<file path="src/rtl/alu_pkg.sv">
// Shared ALU definitions for the execute stage.
//   op_e         : 2-bit adder/subtractor operation encoding
//   FLAG_*       : bit positions inside the 3-bit {N,Z,V} flag vector
//   op_is_sub()  : operation inverts B and injects a carry of 1
//   op_is_sat()  : operation saturates the result on signed overflow
package alu_pkg;

    typedef enum logic [1:0] {
        OP_ADD  = 2'b00,
        OP_SUB  = 2'b01,
        OP_SADD = 2'b10,
        OP_SSUB = 2'b11
    } op_e;

    localparam int FLAG_N = 2;
    localparam int FLAG_Z = 1;
    localparam int FLAG_V = 0;

    function automatic logic op_is_sub(input logic [1:0] op);
        return (op == OP_SUB) || (op == OP_SSUB);
    endfunction

    function automatic logic op_is_sat(input logic [1:0] op);
        return (op == OP_SADD) || (op == OP_SSUB);
    endfunction

endpackage

</file>
<file path="src/rtl/cla_group.sv">
// GROUP-bit adder cell array with group propagate/generate outputs.
//   a, b : operand bits of this group (b is already inverted for subtract)
//   cin  : carry into the least significant bit of the group
//   s    : sum bits
//   p    : group propagate (every bit propagates)
//   g    : group generate (the group produces a carry on its own)
// p and g do not depend on cin, so the enclosing stage can resolve the
// carry into the next group without waiting for this group's sum bits.
module cla_group #(
    parameter int GROUP = 4
) (
    input  logic [GROUP-1:0] a,
    input  logic [GROUP-1:0] b,
    input  logic             cin,
    output logic [GROUP-1:0] s,
    output logic             p,
    output logic             g
);

    logic [GROUP-1:0] pb;
    logic [GROUP-1:0] gb;

    assign pb = a ^ b;
    assign gb = a & b;
    assign p  = &pb;

    // Cell chain inside the group: each cell passes its carry to the next.
    always_comb begin
        logic c;
        c = cin;
        s = '0;
        for (int i = 0; i < GROUP; i++) begin
            s[i] = pb[i] ^ c;
            c    = gb[i] | (pb[i] & c);
        end
    end

    // Group generate: a carry leaves the MSB with cin = 0.
    always_comb begin
        g = 1'b0;
        for (int i = 0; i < GROUP; i++) begin
            g = gb[i] | (pb[i] & g);
        end
    end

endmodule

</file>
<file path="src/rtl/cla_addsub_pipe.sv">
// Pipelined carry-lookahead adder/subtractor with optional signed saturation.
//   clk, rst          : clock, synchronous active-high reset
//   flush             : kills every in-flight operation at the next edge
//   in_valid/in_ready : operand handshake (a, b, op)
//   op                : 00 ADD, 01 SUB, 10 SADD, 11 SSUB
//   out_valid/out_ready : result handshake (result, cout, flags)
//   result            : sum/difference, saturated in the S* modes
//   cout              : raw carry out of the MSB (SUB: 1 = no borrow)
//   flags             : {N,Z,V}; V is the signed overflow before saturation
// The WIDTH/GROUP lookahead groups are split evenly across PIPE_STAGES
// stages. Each non-final stage carries its finished sum bits forward
// together with the operand bits still to be added and the carry into
// them. The final stage's register is the output register.
// WIDTH must be a multiple of GROUP and the group count a multiple of
// PIPE_STAGES.
module cla_addsub_pipe
    import alu_pkg::*;
#(
    parameter int WIDTH       = 16,
    parameter int GROUP       = 4,
    parameter int PIPE_STAGES = 2
) (
    input  logic             clk,
    input  logic             rst,
    input  logic             flush,
    input  logic             in_valid,
    output logic             in_ready,
    input  logic [WIDTH-1:0] a,
    input  logic [WIDTH-1:0] b,
    input  logic [1:0]       op,
    output logic             out_valid,
    input  logic             out_ready,
    output logic [WIDTH-1:0] result,
    output logic             cout,
    output logic [2:0]       flags
);

    localparam int NGROUPS = WIDTH / GROUP;
    localparam int GPS     = NGROUPS / PIPE_STAGES;  // groups per stage
    localparam int SBITS   = GPS * GROUP;            // sum bits per stage

    logic accept;

    assign in_ready = !rst && !flush && stg[0].ready;
    assign accept   = in_valid && in_ready;

    for (genvar gi = 0; gi < PIPE_STAGES; gi++) begin : stg
        localparam int LO   = gi * SBITS;   // first bit resolved here
        localparam int DONE = LO + SBITS;   // bits finished after this stage

        logic                valid_reg;
        logic                ready;     // this stage's register can load
        logic                v_in;
        logic [WIDTH-1:LO]   a_in;
        logic [WIDTH-1:LO]   bp_in;
        logic                c_in;
        logic [1:0]          op_in;
        logic [SBITS-1:0]    s_stage;
        logic [DONE-1:0]     sum_next;
        logic                c_out;

        // Stage inputs: operand ports for the head, previous register otherwise.
        if (gi == 0) begin : src
            assign a_in     = a;
            assign bp_in    = op_is_sub(op) ? ~b : b;
            assign c_in     = op_is_sub(op);
            assign op_in    = op;
            assign v_in     = accept;
            assign sum_next = s_stage;
        end else begin : src
            assign a_in     = stg[gi-1].mid.a_reg;
            assign bp_in    = stg[gi-1].mid.bp_reg;
            assign c_in     = stg[gi-1].mid.c_reg;
            assign op_in    = stg[gi-1].mid.op_reg;
            assign v_in     = stg[gi-1].valid_reg;
            assign sum_next = {s_stage, stg[gi-1].mid.sum_reg};
        end

        // Group-level lookahead: c[i+1] = G_i | P_i & c[i].
        for (genvar gj = 0; gj < GPS; gj++) begin : grp
            logic ci;
            logic gp;
            logic gg;
            logic co;

            if (gj == 0) begin : cfirst
                assign ci = c_in;
            end else begin : cnext
                assign ci = grp[gj-1].co;
            end

            cla_group #(
                .GROUP (GROUP)
            ) u_grp (
                .a   (a_in[LO + gj*GROUP +: GROUP]),
                .b   (bp_in[LO + gj*GROUP +: GROUP]),
                .cin (ci),
                .s   (s_stage[gj*GROUP +: GROUP]),
                .p   (gp),
                .g   (gg)
            );

            assign co = gg | (gp & ci);
        end

        assign c_out = grp[GPS-1].co;

        // Valid bits are the only control state; a stage accepts whenever it
        // is empty or its content is leaving, so bubbles collapse.
        always_ff @(posedge clk) begin
            if (rst || flush) begin
                valid_reg <= 1'b0;
            end else if (ready) begin
                valid_reg <= v_in;
            end
        end

        if (gi < PIPE_STAGES - 1) begin : mid
            logic [WIDTH-1:DONE] a_reg;
            logic [WIDTH-1:DONE] bp_reg;
            logic [DONE-1:0]     sum_reg;
            logic                c_reg;
            logic [1:0]          op_reg;

            assign ready = !valid_reg || stg[gi+1].ready;

            always_ff @(posedge clk) begin
                if (ready && v_in) begin
                    a_reg   <= a_in[WIDTH-1:DONE];
                    bp_reg  <= bp_in[WIDTH-1:DONE];
                    sum_reg <= sum_next;
                    c_reg   <= c_out;
                    op_reg  <= op_in;
                end
            end
        end else begin : fin
            logic [WIDTH-1:0] raw;
            logic [WIDTH-1:0] res_next;
            logic [2:0]       flags_next;
            logic             v_ovf;
            logic             sat;
            logic [WIDTH-1:0] result_reg;
            logic             cout_reg;
            logic [2:0]       flags_reg;

            assign ready = !valid_reg || out_ready;
            assign raw   = sum_next;

            // Overflow: operands agree in sign but the raw sum does not.
            assign v_ovf = (a_in[WIDTH-1] == bp_in[WIDTH-1]) &&
                           (raw[WIDTH-1] != a_in[WIDTH-1]);
            assign sat   = op_is_sat(op_in) && v_ovf;

            // On overflow the true result lies beyond the range on A's side.
            assign res_next = sat ? {a_in[WIDTH-1], {(WIDTH-1){~a_in[WIDTH-1]}}}
                                  : raw;

            always_comb begin
                flags_next         = '0;
                flags_next[FLAG_N] = res_next[WIDTH-1];
                flags_next[FLAG_Z] = (res_next == '0);
                flags_next[FLAG_V] = v_ovf;
            end

            always_ff @(posedge clk) begin
                if (rst) begin
                    result_reg <= '0;
                    cout_reg   <= 1'b0;
                    flags_reg  <= '0;
                end else if (!flush && ready && v_in) begin
                    result_reg <= res_next;
                    cout_reg   <= c_out;
                    flags_reg  <= flags_next;
                end
            end
        end
    end

    assign out_valid = stg[PIPE_STAGES-1].valid_reg;
    assign result    = stg[PIPE_STAGES-1].fin.result_reg;
    assign cout      = stg[PIPE_STAGES-1].fin.cout_reg;
    assign flags     = stg[PIPE_STAGES-1].fin.flags_reg;

endmodule

</file>
<file path="config.mk">
export PLATFORM = sky130hd
export DESIGN_NAME = cla_addsub_pipe
export DESIGN_NICKNAME = d
export VERILOG_FILES = /design/src/rtl/alu_pkg.sv /design/src/rtl/cla_group.sv /design/src/rtl/cla_addsub_pipe.sv
export SDC_FILE = /design/constraint.sdc
export NUM_CORES = 1
export LEC_CHECK = 0
export BUFFER_PORTS_ARGS = -buffer_cell sky130_fd_sc_hd__buf_4
export CAP_MARGIN = 20
export CELL_PAD_IN_SITES_DETAIL_PLACEMENT = 2
export CELL_PAD_IN_SITES_GLOBAL_PLACEMENT = 2
export CORE_ASPECT_RATIO = 1.2
export CORE_MARGIN = 1.5
export CORE_UTILIZATION = 31
export CTS_CLUSTER_SIZE = 16
export DETAILED_ROUTE_END_ITERATION = 8
export GPL_TIMING_DRIVEN = 1
export PLACE_DENSITY_LB_ADDON = 0.1
export SLEW_MARGIN = 25
export SYNTH_ARGS = -nofsm -noshare
export SYNTH_HDL_FRONTEND = slang
export SYNTH_SLANG_ARGS = --single-unit
</file>
<file path="constraint.sdc">
create_clock -name clk -period 3.8 [get_ports clk]
set_clock_uncertainty 0.05 [all_clocks]
set_input_delay 1.14 -clock clk [delete_from_list [all_inputs] [get_ports clk]]
set_output_delay 1.14 -clock clk [all_outputs]
set_load 0.1 [all_outputs]
</file>
==> results_dict.tcl, run 1 <==
set metrics [dict create \
    asyncSetResetFlopFracSynth_pct 0 \
    max_slew.worst_pin.slew_ns 0.400 \
    synth.lib_cells_used.distinct 37 \
    cts_buffer_depth 2 \
    buffer_and_inverter_count_on_the_worst_path 1 \
    max_cap_viol_count 0 \
    place_congestion 0.745 \
    period_needed_ns 3.63 \
    final-max-slew-violation-count 0 \
    vias_in_the_first_global_route 1978 \
    ys_seq_area_share_pct 46.8 \
    die_y_um 103 \
    rows 36 \
    num_vias 1907 \
    setup_viol_count_final 0 \
    timing.critical_path.arrival_ns 3.81 \
    drtIter0Drc 42 \
    power.clock.fraction_pct 25.2 \
    floorplan.initialDensity_pct 31.8 \
    part_of_the_cycle_the_worst_path_needs_pct 95.5 \
    power.static_leakage_nw 1.40 \
    synth_seq_cells 47 \
    worst_hold_path_type "reg -> reg" \
    setup.worst_path.class "reg -> reg" \
    comb_power_share_pct 24.7 \
    antenna_found_initial 0 \
    grt_usage_pct 13.6 \
    utilization_pct 40.9 \
    dr.pass1.iters 4 \
    relSlewSlack_pct 73.3 \
    worst_skew_pair.late_latency_ns 0.30 \
    largest_register_ff_count 16 \
    fin_nets 362 \
    data_required_time_at_the_worst_endpoint_ns 3.99 \
    post_cts_hold_buffer_count 0 \
    critical-path-top-cell-by-count "sky130_fd_sc_hd__a21oi_1" \
    endpoint_kind "register" \
    wire_length_of_the_first_global_routing_pass_um 9470 \
    route.detailed.drc 0 \
    switchingPower_w 0.000355 \
    ys.flop_type "sky130_fd_sc_hd__edfxtp_1" \
    power.ir.vdd_worst_uv 115 \
    netlist_top_cells_count "sky130_fd_sc_hd__edfxtp_1 (26), sky130_fd_sc_hd__dfxtp_1 (21), sky130_fd_sc_hd__inv_1 (20)" \
    report.final.hold_viol_count 0 \
    timing.critical_path.from_type "register" \
    slowest_stage "sky130_fd_sc_hd__edfxtp_1" \
    dp_hpwl_um 4550 \
    synth_cells 230 \
    path_clk_slew_ns 0.09 \
    syn_area_per_cell_um2 11.2 \
    cp_cell_sequence "ha_1 -> a21oi_1 -> a21oi_1 -> or2_2 -> fa_1 -> fa_1 -> fa_2 -> xor2_1 -> nand3b_1 -> buf_4 -> a221o_1 -> a21oi_1" \
    cts_root_buf "sky130_fd_sc_hd__clkbuf_8" \
    worst-path-max-fanout 4 \
    synthesis.area_mm2 0.00257 \
    sequentialPowerShare_pct 50.1 \
    power_density_mw_per_mm2 354 \
    cp_top_family "adder cells" \
    grt_start_max_net_pins 27 \
    number_of_standard_cells_in_the_layout_taps_in_and_fillers_out 392 \
    die_area_mm2 0.00884 \
    dp.cells 381 \
    numCtsBuffers 5 \
    synthMostInstantiatedCell "sky130_fd_sc_hd__edfxtp_1" \
    achievable-frequency_mhz 276 \
    io_buffers 60 \
    die_w_um 86.1 \
    synth_top_cells_by_area "sky130_fd_sc_hd__edfxtp_1 (30%), sky130_fd_sc_hd__dfxtp_1 (16%), sky130_fd_sc_hd__fa_1 (8.6%)" \
    outcome "finished, final reports clean" \
    power.switching_fraction_pct 30.4 \
    synth_top_cell_by_area "sky130_fd_sc_hd__edfxtp_1" \
    synthesis.yosys.warnings 0 \
    drt_wl_total_um 5710 \
    core_area_mm2 0.00806 \
    design.portCount 61 \
    grt_overflow 0 \
    p_int_w 0.000814 \
    synthToLayoutAreaGrowth_pct 28.5 \
    antenna_violating_nets_post_route 0 \
    routed_wire_length_per_instance_um 14.6 \
    tritoncts "done" \
    edff_count_synth 26 \
    n_antenna_cell 0 \
    final_layout_size_suffix_gt1_share_pct 32.3 \
    clock_sink_count 47 \
    htree_levels 2 \
    post_drt_via_cell_ratio 4.86 \
    synth_top_cell_area_share_pct 30.4 \
    critPathMaxStageDelay_ns 0.42 \
    synth.net_count 296 \
]
[per-layer routing]
metal | global-route usage [%] | up-vias | wire (um) | part of all wire, %
met5 | 0 | - | 0 | 0
met4 | 4.71 | 0 | 83 | 1.5
met3 | 2.16 | 6 | 206 | 3.6
met2 | 23.4 | 43 | 2880 | 50
met1 | 17.6 | 913 | 2540 | 44
li1 | - | 945 | - | -
[layout make-up]
cell class	instances	area [um2]
clock buffer	5	68.8
clock inverter	3	15.0
fill	852	4760
inverter	20	75.1
multi-input combinational	153	1300
sequential	47	1200
tap	95	119
timing repair buffer	69	522
[tightest hold or removal path, delay by kind of cell (launching register included)]
kind               cells  cell delay (ns)
AOI/OAI and AO/OA      1             0.05
and+or+nand+nor        1             0.05
DFF                    1             0.32
[power by group through the flow]
stage | Sequential [W] | Combinational [W] | Clock (W)
finish | 0.000586 | 0.000288 | 0.000294
detailed placement | 0.000598 | 0.000285 | 0
CTS | 0.000587 | 0.000286 | 0.000312
floorplan | 0.000640 | 0.000146 | 0
global placement | 0.000597 | 0.000277 | 0
global route | 0.000590 | 0.000324 | 0.000325
[path summary, 6_finish.rpt]
| check | startpoint | cells past startpoint | slack (ns) | end |
|---|---|---|---|---|
| worst max register to register | stg[0].mid.a_reg[9] | 12 | 0.17 | result[8] |
| worst min register to register | result[11] | 2 | 0.41 | result[11] |
| worst max-delay path | stg[0].mid.a_reg[9] | 12 | 0.17 | result[8] |
| worst min-delay path | result[11] | 2 | 0.41 | result[11] |
[logic make-up (layout without fill, tap and decap cells)]
| family | Yosys count | after routing | synth area share (%) |
|---|---|---|---|
| simple gates | 63 | 63 | 13.1 |
| flops | 47 | 47 | 46.8 |
| compound gates | 41 | 41 | 11.5 |
| buf+inv | 30 | 97 | 4.78 |
| fa+ha+maj | 27 | 27 | 16.4 |
| xor+xnor | 21 | 21 | 7.16 |
| mux | 1 | 1 | 0.390 |
[per-stage QoR]
step | setup WS [ns] | hold WS, ns | setup TNS (ns) | total power [W] | cell area [um2]
2_1_floorplan | 0.0155 | 0.456 | 0 | 0.000786 | 2580
3_3_place_gp | 0.0882 | 0.391 | 0 | 0.000875 | 3140
3_5_place_dp | 0.0222 | 0.402 | 0 | 0.000883 | 3140
4_1_cts | 0.0451 | 0.416 | 0 | 0.00118 | 3220
5_1_grt | -0.00490 | 0.449 | -0.00490 | 0.00124 | 3300
6_report | 0.172 | 0.410 | 0 | 0.00117 | 3300
[cell usage in the layout, fill, tap and decap left out, drive strengths merged, types with 3 or more instances in the layout]
cell and count:
a211o 3, a211oi 16, a21o 3, a21oi 9, and2 3, buf 69
clkbuf 5, clkinv 3, dfxtp 21, edfxtp 26, fa 11, ha 16
inv 20, nand2 10, nand3b 4, nor2 18, nor3 15, o21ai 4
xnor2 3, xor2 18
[what timing repair did]
action                     4_1_cts  5_1_grt
setup buffers                    0        3
setup endpoints to repair        0       13
gates resized for setup          0       12
Power figures use the tool's default switching activity.
==> run 2: changes to the inputs <==
--- a/config.mk
+++ b/config.mk
@@ -16,6 +16,7 @@
 export DETAILED_ROUTE_END_ITERATION = 8
 export GPL_TIMING_DRIVEN = 1
 export PLACE_DENSITY_LB_ADDON = 0.1
+export RECOVER_POWER = 100
 export SLEW_MARGIN = 25
 export SYNTH_ARGS = -nofsm -noshare
 export SYNTH_HDL_FRONTEND = slang
==> run 2 against run 1 <==
Register-to-register slack is essentially flat. Global-route usage is the same. Die area is the same. Cell count is the same. Flip-flop and latch count is the same. Combinational power shrank 3%. Sequential share of layout area grew 1.3 points. Clock power is essentially flat.
==> results_dict.tcl, run 2 (synthesis results as in run 1) <==
set metrics [dict create \
    outcome "finished, final reports clean" \
    worst_hold_path_type "reg -> reg" \
    drt_wl_total_um 5730 \
    dr.pass1.iters 4 \
    die_w_um 86.1 \
    worstRegToRegCells 12 \
    route.detailed.drc 0 \
    fin_nets 362 \
    vias_in_the_first_global_route 1978 \
    num_vias 1913 \
    timing.critical_path.from_type "register" \
    post_drt_via_cell_ratio 4.88 \
    critical_path_cell_count 12 \
    numCtsBuffers 5 \
    part_of_the_cycle_the_worst_path_needs_pct 95.7 \
    power_density_mw_per_mm2 364 \
    cp_cell_sequence "ha_1 -> a21oi_1 -> a21oi_1 -> or2_2 -> fa_1 -> fa_1 -> fa_2 -> xor2_1 -> nand3b_1 -> buf_4 -> a221o_1 -> a21oi_1" \
    power.ir.vdd_worst_uv 114 \
    antenna_violating_nets_post_route 0 \
    final-max-slew-violation-count 0 \
    largest_register_ff_count 16 \
    p_total_w 0.00116 \
    path_clk_slew_ns 0.09 \
    place_congestion 0.745 \
    critPathMaxStageDelay_ns 0.42 \
    rows 36 \
    max_slew.worst_pin.slew_ns 1.46 \
    core_area_mm2 0.00806 \
    worstReg2RegStart "stg[0].mid.a_reg[9]" \
    timing.critical_path.from "stg[0].mid.a_reg[9]" \
    worst-path-max-fanout 4 \
    buffer_and_inverter_count_on_the_worst_path 1 \
    worst_skew_pair.late_latency_ns 0.30 \
    die_area_mm2 0.00884 \
    htree_levels 2 \
    relSlewSlack_pct 2.95 \
    setup.worst_path.class "reg -> reg" \
    endpoint_kind "register" \
    grt.met1_usage_pct 17.6 \
    slowest_stage "sky130_fd_sc_hd__edfxtp_1" \
    io_buffers 60 \
    wire_length_of_the_first_global_routing_pass_um 9470 \
    global_routing_s_busiest_layer "met2" \
    grt_overflow 0 \
    dp_hpwl_um 4550 \
    cp-endpoint "result[8]" \
    cts_buffer_depth 2 \
    max_cap_viol_count 0 \
    drtIter0Drc 43 \
    report.final.hold_viol_count 0 \
    critical-path-top-cell-by-count "sky130_fd_sc_hd__a21oi_1" \
    post_cts_hold_buffer_count 0 \
    placement.cell_area_mm2 0.00314 \
    power.static_leakage_nw 1.30 \
    synthToLayoutAreaGrowth_pct 24.2 \
    setup_viol_count_final 0 \
    cts_root_buf "sky130_fd_sc_hd__clkbuf_8" \
    number_of_standard_cells_in_the_layout_taps_in_and_fillers_out 392 \
    achievable-frequency_mhz 275 \
    layout_commonest_cell "sky130_fd_sc_hd__buf_4" \
    cp_top_family "adder cells" \
    n_antenna_cell 0 \
    finalInstanceArea_mm2 0.00319 \
    most-common-layout-cells "sky130_fd_sc_hd__buf_4 (32), sky130_fd_sc_hd__edfxtp_1 (26), sky130_fd_sc_hd__clkbuf_1 (24)" \
    final_layout_size_suffix_gt1_share_pct 23.2 \
    utilization_pct 39.6 \
    m3_gr_usage_pct 2.16 \
    routed_wire_length_per_instance_um 14.6 \
    grt_usage_pct 13.6 \
    die_y_um 103 \
    grt_start_max_net_pins 27 \
    antenna_found_initial 0 \
    floorplan.initialDensity_pct 31.8 \
    r2r_slack_ns 0.16 \
    timing.rr.end "result[8]" \
    timing.critical_path.arrival_ns 3.82 \
    data_required_time_at_the_worst_endpoint_ns 3.98 \
    met2_usage_pct 23.4 \
    clock_sink_count 47 \
    period_needed_ns 3.64 \
    tritoncts "done" \
    design.portCount 61 \
    dp.cells 381 \
]
[run 2: changes by cell type in the layout (fill, tap and decap cells not counted)]
cell | previous run | this run
sky130_fd_sc_hd__and2_1 | 3 | 2
sky130_fd_sc_hd__or3b_4 | 1 | 0
sky130_fd_sc_hd__buf_4 | 68 | 32
sky130_fd_sc_hd__nor2b_1 | 1 | 2
sky130_fd_sc_hd__clkbuf_2 | 0 | 2
sky130_fd_sc_hd__and2_0 | 0 | 1
sky130_fd_sc_hd__clkbuf_1 | 0 | 24
sky130_fd_sc_hd__a211oi_1 | 6 | 7
sky130_fd_sc_hd__a211oi_2 | 10 | 9
sky130_fd_sc_hd__nor2b_4 | 1 | 0
sky130_fd_sc_hd__or3b_1 | 0 | 1
sky130_fd_sc_hd__clkbuf_4 | 0 | 10
[run 2: power by group]
part	switching (W)	internal, W
Combinational	0.000170	0.000109
Clock	0.000168	0.000126
Sequential	0.0000163	0.000570
[run 2: cell type report]
| type | count | area, um2 |
|---|---|---|
| Fill cell | 859 | 4870 |
| Multi-Input combinational cell | 153 | 1280 |
| Sequential cell | 47 | 1200 |
| Timing Repair Buffer | 69 | 427 |
| Tap cell | 95 | 119 |
| Inverter | 20 | 75.1 |
| Clock buffer | 5 | 68.8 |
| Clock inverter | 3 | 15.0 |
[run 2: worst min-delay path by stage]
| stage | from | to | depth (start not counted) |
|---|---|---|---|
| floorplan | stg[0].valid_reg | out_valid | 2 |
| global placement | result[11] | result[11] | 2 |
| detailed placement | result[11] | result[11] | 2 |
| CTS | result[11] | result[11] | 2 |
| global route | result[14] | result[14] | 2 |
| finish | result[11] | result[11] | 2 |
[run 2: tightest hold or removal path, cell delays in order, from the launching register on]
cell and delay, ns:
sky130_fd_sc_hd__dfxtp_1 0.32, sky130_fd_sc_hd__nand2_1 0.05, sky130_fd_sc_hd__a21oi_1 0.05
[run 2: routing by layer]
layer / part of all wire (%) / vias up / routed length [um]
met4: 1.4 / 0 / 82
met3: 3.7 / 6 / 213
li1: - / 944 / -
met5: 0 / - / 0
met2: 50 / 43 / 2860
met1: 45 / 920 / 2570
[run 2: repair_timing]
item                                   4_1_cts  5_1_grt
endpoints found under the hold margin        0        0
buffers inserted                             0        3
gates resized for setup                      0       12
setup endpoints to repair                    0       13
[run 2: metrics by stage]
stage | hold WS (ns) | setup TNS [ns] | setup WS (ns)
finish | 0.409 | 0 | 0.163
detailed placement | 0.402 | 0 | 0.0222
floorplan | 0.456 | 0 | 0.0155
CTS | 0.416 | 0 | 0.0451
global route | 0.448 | -0.0133 | -0.0133
global placement | 0.391 | 0 | 0.0882
